$ cat src/rtl/dual_ad7528_pkg.sv
// Shared types and helpers for the dual AD7528 serial writer.
package dual_ad7528_pkg;

  typedef enum logic [1:0] {
    LEFT_A  = 2'd0,
    LEFT_B  = 2'd1,
    RIGHT_A = 2'd2,
    RIGHT_B = 2'd3
  } dac_target_t;

  typedef enum logic [2:0] {
    ST_IDLE,
    ST_BIT_LO,
    ST_BIT_HI,
    ST_SEL,
    ST_STROBE,
    ST_RECOVER
  } writer_state_t;

  localparam logic [2:0] MSB_IDX = 3'd7;

  function automatic logic is_a_side(input dac_target_t t);
    return (t == LEFT_A) || (t == RIGHT_A);
  endfunction

  function automatic logic is_right(input dac_target_t t);
    return (t == RIGHT_A) || (t == RIGHT_B);
  endfunction

endpackage

$ cat src/rtl/dual_ad7528_phase_timer.sv
// Protocol phase timer: restart loads HALF_PERIOD-1, phase_end_o flags the last cycle of a phase.
module dual_ad7528_phase_timer #(
  parameter int unsigned HALF_PERIOD = 4
) (
  input  logic clk,
  input  logic reset,
  input  logic restart_i,
  output logic phase_end_o
);

  localparam int unsigned CW = (HALF_PERIOD > 1) ? $clog2(HALF_PERIOD) : 1;
  localparam logic [CW-1:0] LOAD = CW'(HALF_PERIOD - 1);

  logic [CW-1:0] cnt_q, cnt_d;

  always_comb begin
    cnt_d = cnt_q;
    if (restart_i) begin
      cnt_d = LOAD;
    end else if (cnt_q != '0) begin
      cnt_d = cnt_q - CW'(1);
    end
  end

  always_ff @(posedge clk) begin
    if (reset) begin
      cnt_q <= '0;
    end else begin
      cnt_q <= cnt_d;
    end
  end

  assign phase_end_o = (cnt_q == '0);

endmodule

$ cat src/rtl/dual_ad7528_serial_writer.sv
// Serial writer for two AD7528 DACs behind a 74HC164: shifts the word, selects A/B, strobes CS.
// Optional shadow registers enabled by `define DUAL_AD7528_SHADOW_EN.
module dual_ad7528_serial_writer
  import dual_ad7528_pkg::*;
#(
  parameter int unsigned HALF_PERIOD = 4
) (
  input  logic       clk,
  input  logic       reset,
  input  logic       wr_valid,
  output logic       wr_ready,
  input  logic [1:0] wr_target,
  input  logic [7:0] wr_value,
  output logic       wr_done,
  output logic       datadac,
  output logic       clkdac,
  output logic       csdac1n,
  output logic       csdac2n,
  output logic [7:0] shadow_left_a,
  output logic [7:0] shadow_left_b,
  output logic [7:0] shadow_right_a,
  output logic [7:0] shadow_right_b
);

  writer_state_t state_q, state_d;
  logic [2:0]    idx_q, idx_d;
  logic [7:0]    val_q, val_d;
  dac_target_t   tgt_q, tgt_d;
  logic          phase_end, restart;

  logic wr_ready_q, wr_ready_d;
  logic wr_done_q, wr_done_d;
  logic datadac_q, datadac_d;
  logic clkdac_q, clkdac_d;
  logic cs1n_q, cs1n_d;
  logic cs2n_q, cs2n_d;

  dual_ad7528_phase_timer #(
    .HALF_PERIOD(HALF_PERIOD)
  ) u_timer (
    .clk        (clk),
    .reset      (reset),
    .restart_i  (restart),
    .phase_end_o(phase_end)
  );

  always_comb begin
    state_d = state_q;
    idx_d   = idx_q;
    val_d   = val_q;
    tgt_d   = tgt_q;
    restart = 1'b0;

    case (state_q)
      ST_IDLE: begin
        if (wr_valid && wr_ready_q) begin
          val_d   = wr_value;
          tgt_d   = dac_target_t'(wr_target);
          idx_d   = MSB_IDX;
          state_d = ST_BIT_LO;
          restart = 1'b1;
        end
      end
      ST_BIT_LO:  if (phase_end) state_d = ST_BIT_HI;
      ST_BIT_HI: begin
        if (phase_end) begin
          if (idx_q == 3'd0) begin
            state_d = ST_SEL;
          end else begin
            idx_d   = idx_q - 3'd1;
            state_d = ST_BIT_LO;
          end
        end
      end
      ST_SEL:     if (phase_end) state_d = ST_STROBE;
      ST_STROBE:  if (phase_end) state_d = ST_RECOVER;
      ST_RECOVER: if (phase_end) state_d = ST_IDLE;
      default:    state_d = ST_IDLE;
    endcase

    if (state_q != ST_IDLE && phase_end) begin
      restart = 1'b1;
    end

    // Outputs are decoded from the next state so every pin comes straight from a flop.
    wr_ready_d = (state_d == ST_IDLE);
    wr_done_d  = (state_q == ST_RECOVER) && (state_d == ST_IDLE);
    clkdac_d   = (state_d == ST_BIT_HI);
    cs1n_d     = !((state_d == ST_STROBE) && !is_right(tgt_d));
    cs2n_d     = !((state_d == ST_STROBE) && is_right(tgt_d));
    datadac_d  = datadac_q;
    case (state_d)
      ST_IDLE:   datadac_d = 1'b0;
      ST_BIT_LO: datadac_d = val_d[idx_d];
      ST_SEL:    datadac_d = is_a_side(tgt_d);
      default:   ;
    endcase
  end

  always_ff @(posedge clk) begin
    if (reset) begin
      state_q    <= ST_IDLE;
      idx_q      <= '0;
      val_q      <= '0;
      tgt_q      <= LEFT_A;
      wr_ready_q <= 1'b1;
      wr_done_q  <= 1'b0;
      datadac_q  <= 1'b0;
      clkdac_q   <= 1'b0;
      cs1n_q     <= 1'b1;
      cs2n_q     <= 1'b1;
    end else begin
      state_q    <= state_d;
      idx_q      <= idx_d;
      val_q      <= val_d;
      tgt_q      <= tgt_d;
      wr_ready_q <= wr_ready_d;
      wr_done_q  <= wr_done_d;
      datadac_q  <= datadac_d;
      clkdac_q   <= clkdac_d;
      cs1n_q     <= cs1n_d;
      cs2n_q     <= cs2n_d;
    end
  end

  assign wr_ready = wr_ready_q;
  assign wr_done  = wr_done_q;
  assign datadac  = datadac_q;
  assign clkdac   = clkdac_q;
  assign csdac1n  = cs1n_q;
  assign csdac2n  = cs2n_q;

`ifdef DUAL_AD7528_SHADOW_EN
  logic [7:0] sh_la_q, sh_lb_q, sh_ra_q, sh_rb_q;

  always_ff @(posedge clk) begin
    if (reset) begin
      sh_la_q <= '0;
      sh_lb_q <= '0;
      sh_ra_q <= '0;
      sh_rb_q <= '0;
    end else if (state_q == ST_STROBE && phase_end) begin
      case (tgt_q)
        LEFT_A:  sh_la_q <= val_q;
        LEFT_B:  sh_lb_q <= val_q;
        RIGHT_A: sh_ra_q <= val_q;
        RIGHT_B: sh_rb_q <= val_q;
        default: ;
      endcase
    end
  end

  assign shadow_left_a  = sh_la_q;
  assign shadow_left_b  = sh_lb_q;
  assign shadow_right_a = sh_ra_q;
  assign shadow_right_b = sh_rb_q;
`else
  assign shadow_left_a  = '0;
  assign shadow_left_b  = '0;
  assign shadow_right_a = '0;
  assign shadow_right_b = '0;
`endif

endmodule

$ cat config.mk
export PLATFORM = sky130hd
export DESIGN_NAME = dual_ad7528_serial_writer
export DESIGN_NICKNAME = d
export VERILOG_FILES = /design/src/rtl/dual_ad7528_pkg.sv /design/src/rtl/dual_ad7528_phase_timer.sv /design/src/rtl/dual_ad7528_serial_writer.sv
export SDC_FILE = /design/constraint.sdc
export NUM_CORES = 1
export LEC_CHECK = 0
export BUFFER_PORTS_ARGS = -buffer_cell sky130_fd_sc_hd__buf_2
export CORE_AREA = 2 2 68 70
export CTS_CLUSTER_DIAMETER = 200
export DETAILED_ROUTE_END_ITERATION = 12
export DIE_AREA = 0 0 70 72
export PLACE_DENSITY = 0.66
export SYNTH_ARGS = -nofsm -noshare
export SYNTH_HDL_FRONTEND = slang
export SYNTH_HIERARCHICAL = 1
export SYNTH_SLANG_ARGS = --single-unit
$ cat constraint.sdc
create_clock -name clk -period 5 [get_ports clk]
set_clock_uncertainty 0.2 [all_clocks]
set_input_delay 0.5 -clock clk [delete_from_list [all_inputs] [get_ports clk]]
set_output_delay 0.5 -clock clk [all_outputs]
set_load 0.02 [all_outputs]
==> results.sh, run 1 <==
export IMPL_crit_buf_inv=0
export IMPL_status="finished clean"
export IMPL_final_common_cell="conb_1"
export IMPL_numPortBuffers=18
export IMPL_cts_buffers=3
export IMPL_cts_resized=0
export IMPL_area_growth_pct=4.385
export IMPL_arrival_ns=2.46
export IMPL_cts_max_path_buffers=2
export IMPL_power_switching_uw=297.9
export IMPL_p_sw_share_pct=38.60
export IMPL_crit_family="simple AND/OR/NAND/NOR gates"
export IMPL_yosys_most_used_dff="dfxtp_1"
export IMPL_place_area_sq_um=1448
export IMPL_hpwlAfterDp_mm=1.785
export IMPL_gp_congestion=0.7218
export IMPL_clkSlewWorstSetupHoldPaths_ns=0.09
export IMPL_power_share_clock_pct=22.4
export IMPL_clock_fmax_mhz=400.9
export IMPL_initial_utilization_pct=34.13
export IMPL_worstMarginPinSlew_ns=0.6730
export IMPL_grt_pass1_wl_mm=4.243
export IMPL_overflow=0
export IMPL_synth_async_sr_flop_share_pct=0
export IMPL_crit_path_start_kind="flop"
export IMPL_cap_violations=0
export IMPL_antenna_found_initial=0
export IMPL_nFillCells=457
export IMPL_die_x_um=70
export IMPL_holdWs_ns=0.2554
export IMPL_track_usage_pct=10.54
export IMPL_worstSetupPathType="reg2reg"
export IMPL_post_synth_top_area_cell="dfxtp_1"
export IMPL_p_int_uw=473.9
export IMPL_crit_slowest_cell="nor2_2"
export IMPL_viasPerCell=4.324
export IMPL_synth_distinct_cells=43
export IMPL_clockRootBuffer="clkbuf_8"
export IMPL_ant_nets=0
export IMPL_numClockSinks=24
export IMPL_crit_chain="or3_1 > nor2_2 > a311oi_2 > nor3_1 > a221oi_2 > a211o_1"
export IMPL_row_count=24
export IMPL_cts_setup_buffers=0
export IMPL_die_y_um=72
export IMPL_synth_seq_cells=24
export IMPL_clkLatencyLatePin_ns=0.27
export IMPL_nets=203
export IMPL_drive_above_1_share_pct=16.67
export IMPL_die_area_sq_um=5040
export IMPL_cts_htree_levels=1
export IMPL_drc=0
export IMPL_p_leak_uw=0.0006839
export IMPL_fin_area_sq_um=1519
export IMPL_seqPwrFrac_pct=34.7
export IMPL_hold_path_class="in2reg"
export IMPL_netlist_top_cells_area="dfxtp_1 (33%), buf_4 (17%), a21oi_1 (6.5%), nand2_1 (5.9%), mux2i_1 (4.8%)"
export IMPL_core_sq_um=4264
export IMPL_path_max_fanout=17
export IMPL_required_ns=4.97
export IMPL_drtPass1Iterations=4
export IMPL_vias=1029
export IMPL_n_antenna_cell=0
export IMPL_cts_hold_buffers=0
export IMPL_final_cell_mix="conb_1 (32), dfxtp_1 (24), nand2_1 (23)"
export IMPL_endpoint_kind="flop"
export IMPL_fin_crit_sh_pct=49.89
export IMPL_grt_pass1_vias=930
export IMPL_wirelength_mm=2.417
export IMPL_postSynthAreaPerCell_sq_um=8.411
export IMPL_post_drt_wl_per_cell_um=10.16
export IMPL_grt_max_degree=25
export IMPL_synthCells=173
export IMPL_power_frac_comb_pct=42.9
export IMPL_synth_area_sq_um=1455
export IMPL_power_density_nw_per_um2=508.1
export IMPL_irDropWorstVdd_uv=227.3
export IMPL_rsz0062_at_grt="no"
export IMPL_setup_tns_ns=0
export IMPL_netlist_area_leader_share_pct=33.02
export IMPL_layout_min_cycle_time_ns=2.495
export IMPL_slew_violations=0
export IMPL_slew_headroom_pct=55.09
export IMPL_ys_seq_area_share_pct=33.02
export IMPL_hold_viol=0
export IMPL_ios=51
export IMPL_critPathMaxStageDelay_ns=0.54
export IMPL_final_setup_viol_count=0
export IMPL_synth_edff_count=0
export IMPL_drtIter0Drc=41
export IMPL_cts_tree="built"
export IMPL_ys_warn_count=6
-- worst reg2reg max path, stage by stage (launching register included) --
cell	delay, ns
dfxtp_1	0.45
or3_1	0.47
nor2_2	0.54
a311oi_2	0.13
nor3_1	0.24
a221oi_2	0.08
a211o_1	0.27
-- routing by layer --
layer,GRT usage [%],share of wire [%],vias up
met3,2.917,5.5,4
met2,17.35,46,33
li1,-,-,542
met5,0,0,-
met4,4.487,1.7,0
met1,13.06,46,450
-- area by class of cell --
| type | count | area (sq um) | area share, % |
|---|---|---|---|
| Timing Repair Buffer | 18 | 90.09 | 5.931 |
| Clock inverter | 1 | 30.03 | 1.977 |
| Tap cell | 52 | 65.06 | 4.283 |
| Multi-Input combinational cell | 135 | 793.3 | 52.22 |
| Inverter | 5 | 18.77 | 1.236 |
| Clock buffer | 3 | 41.29 | 2.718 |
| Sequential cell | 24 | 480.5 | 31.63 |
-- registers in the layout (all words and copies together) (netlist names) --
register / count
datadac: 1
state_q: 3
val_q: 8
idx_q: 3
wr_done: 1
u_timer/cnt_q: 2
csdac2n: 1
clkdac: 1
wr_ready: 1
tgt_q: 2
csdac1n: 1
-- power groups by stage --
stage	Combinational, uW	Clock, uW	Sequential (uW)
final	331	173	268
after global routing	373	184	276
after CTS	334	177	268
after detailed placement	333	0	272
after global placement	330	0	271
after floorplan	306	0	266
-- through the flow --
step | setup WS (ns) | instances | total power (uW) | utilization [%]
final | 2.505 | 238 | 771.7 | 35.62
after global routing | 2.272 | 238 | 833.4 | 35.62
after CTS | 2.474 | 238 | 779.1 | 35.62
after detailed placement | 2.489 | 234 | 605.1 | 33.95
after global placement | 2.542 | 234 | 600.6 | 33.95
after floorplan | 2.735 | 204 | 572.3 | -
-- final timing paths --
path	startpoint	endpoint	slack, ns	cells past startpoint
max	state_q[2]	datadac	2.51	6
min	wr_value[6]	val_q[6]	0.26	3
max reg2reg	state_q[2]	datadac	2.51	6
min reg2reg	val_q[7]	val_q[7]	0.26	2
-- cell families (layout without fill, tap and decap cells) --
logic type,after synthesis,count (layout),synth area share (%)
xor gates and xnor gates,2,2,1.720
AOI/OAI and AO/OA,35,35,17.03
buffers and inverters,45,27,20.46
adders and majority gates,3,3,2.580
other,1,32,0.2577
DFF,24,24,33.02
and+or+nand+nor,56,56,20.12
muxes,7,7,4.815
-- cells in the mapped netlist (2+ instances only) --
cell type	count
nor2_1	10
buf_4	32
nor3_1	3
o21ai_1	2
a21oi_1	19
nand2_1	23
nand3b_1	2
nand2b_1	2
dfxtp_1	24
o21ai_0	3
and3b_1	2
inv_1	5
clkbuf_1	6
nor2b_1	3
mux2i_1	7
ha_1	3
No activity file was read; power rests on OpenSTA's default activity.
==> inputs of run 2 (changes only) <==
clock period = 2.45 ns   (was 5 ns; I/O delays follow)
==> run 2 against run 1 <==
Compared with the run above:
- total power increased by 110%
- largest power group unchanged
- register-to-register slack got worse by 2.4 ns
- via count increased by 6.3%
- final area increased by 2.5%
- critical path type unchanged
- first-iteration DRC count increased by 76%
- worst setup slack got worse by 2.4 ns
- sequential power increased by 99%
- sequential share of layout area decreased by 0.76 points
- worst hold slack got worse by 0.25 ns
- cell count increased by 2.1%
- critical path depth increased by 2
==> results.sh, run 2 (same netlist as run 1, synthesis figures left out) <==
export IMPL_arrival_ns=2.32
export IMPL_required_ns=2.42
export IMPL_irDropWorstVdd_uv=746.6
export IMPL_fin_crit_sh_pct=96.31
export IMPL_critPathLaunch="idx_q[0]"
export IMPL_drive_above_1_share_pct=18.85
export IMPL_grt_pass1_vias=949
export IMPL_die_area_sq_um=5040
export IMPL_ant_nets=0
export IMPL_grt_pass1_wl_mm=4.319
export IMPL_largest_register="val_q"
export IMPL_cts_setup_buffers=0
export IMPL_final_common_cell="conb_1"
export IMPL_power_frac_comb_pct=45.6
export IMPL_worstSetupPathType="reg2reg"
export IMPL_slew_violations=0
export IMPL_hpwlAfterDp_mm=1.889
export IMPL_crit_end="datadac"
export IMPL_nFillCells=465
export IMPL_largest_register_ffs=8
export IMPL_place_area_sq_um=1485
export IMPL_layout_min_cycle_time_ns=2.360
export IMPL_final_cell_mix="conb_1 (32), dfxtp_1 (24), nand2_1 (23)"
export IMPL_r2r_end="datadac"
export IMPL_path_max_fanout=6
export IMPL_worstRegToRegCells=8
export IMPL_drtPass1Iterations=4
export IMPL_power_share_clock_pct=21.4
export IMPL_cts_buffers=3
export IMPL_p_sw_share_pct=38.38
export IMPL_cts_hold_buffers=0
export IMPL_clkSlewWorstSetupHoldPaths_ns=0.09
export IMPL_clock_fmax_mhz=423.8
export IMPL_rsz0062_at_grt="no"
export IMPL_crit_slowest_cell="a311oi_4"
export IMPL_cap_violations=0
export IMPL_clockRootBuffer="clkbuf_8"
export IMPL_die_x_um=70
export IMPL_n_antenna_cell=0
export IMPL_critPathMaxStageDelay_ns=0.41
export IMPL_power_switching_uw=620.0
export IMPL_p_int_uw=995.4
export IMPL_core_sq_um=4264
export IMPL_drtIter0Drc=72
export IMPL_numPortBuffers=18
export IMPL_p_leak_uw=0.0007091
export IMPL_status="finished clean"
export IMPL_cts_htree_levels=1
export IMPL_endpoint_kind="flop"
export IMPL_cts_max_path_buffers=2
export IMPL_track_usage_pct=10.59
export IMPL_numClockSinks=24
export IMPL_fin_area_sq_um=1556
export IMPL_clkLatencyLatePin_ns=0.27
export IMPL_setup_tns_ns=0
export IMPL_cts_resized=0
export IMPL_initial_utilization_pct=34.13
export IMPL_power_density_nw_per_um2=1038
export IMPL_crit_path_start_kind="flop"
export IMPL_grt_max_degree=25
export IMPL_hold_path_class="in2reg"
export IMPL_viasPerCell=4.502
export IMPL_crit_chain="inv_1 > ha_1 > or3b_4 > a311oi_4 > a2111oi_0 > o21ai_1 > a221oi_2 > a211o_1"
export IMPL_cts_tree="built"
export IMPL_antenna_found_initial=0
export IMPL_overflow=0
export IMPL_row_count=24
export IMPL_hold_viol=0
export IMPL_area_growth_pct=6.965
export IMPL_ios=51
export IMPL_regToRegStartpoint="idx_q[0]"
export IMPL_drc=0
export IMPL_die_y_um=72
export IMPL_wirelength_mm=2.598
export IMPL_nets=208
export IMPL_vias=1094
export IMPL_final_setup_viol_count=0
export IMPL_r2r_slack_ns=0.09
export IMPL_seqPwrFrac_pct=33.0
export IMPL_gp_congestion=0.7964
export IMPL_reg_top3="val_q x8, idx_q x3, state_q x3"
export IMPL_post_drt_wl_per_cell_um=10.69
run 2: changes by cell type in the layout (fill, tap and decap cells not counted), sizes merged:
cell / before / now
buf: 18 / 23
run 2: per-layer routing:
layer	up-vias	global-route usage [%]	part of all wire [%]
met5	-	0	0
met4	0	1.282	0
met3	0	3.194	5.7
met2	32	18.41	48
met1	508	13.46	47
li1	554	-	-
run 2: final cells by class:
type                       count  area, sq um  area share (%)
clock inverter                 1        30.03           1.929
inverter                       5        18.77           1.206
tap                           52        65.06           4.180
clock buffer                   3        41.29           2.653
timing repair buffer          23        127.6           8.199
multi-input combinational    135        793.3           50.96
sequential                    24        480.5           30.87
run 2: how the worst min path moves through the flow:
stage | slack (ns) | start | endpoint | cells past startpoint
finish | 0.007 | wr_value[0] | val_q[0] | 3
global route | 0.004 | wr_value[0] | val_q[0] | 3
global placement | 0.24 | val_q[5] | val_q[5] | 2
floorplan | 0.12 | reset | u_timer/cnt_q[0] | 1
detailed placement | 0.25 | val_q[5] | val_q[5] | 2
CTS | 0.002 | wr_value[6] | val_q[6] | 3
run 2: worst max-delay path: cells and delay by family, from the launching register on:
| family | cells | cell delay [ns] |
|---|---|---|
| adder cells (fa/ha/maj) | 1 | 0.20 |
| buffers and inverters | 1 | 0.12 |
| flip-flops | 1 | 0.30 |
| AND/OR/NAND/NOR | 1 | 0.40 |
| AO/OA/AOI/OAI | 5 | 1.04 |
run 2: stage by stage:
stage	util [%]	hold WS [ns]	std cells	power, uW	setup WS, ns
3_5_place_dp	34.83	0.2463	239	1278	0.1144
2_1_floorplan	-	0.1174	204	1168	0.1850
5_1_grt	36.50	0.003617	243	1740	0.03258
3_3_place_gp	34.83	0.2429	239	1264	0.1766
6_report	36.50	0.006755	243	1615	0.09044
4_1_cts	36.50	0.002321	243	1631	0.1022
run 2: power groups by stage:
stage               Clock [uW]  Sequential, uW  Combinational (uW)
floorplan                    0             543                 625
global placement             0             542                 722
detailed placement           0             543                 735
CTS                        359             535                 737
global route               371             545                 824
finish                     345             534                 737
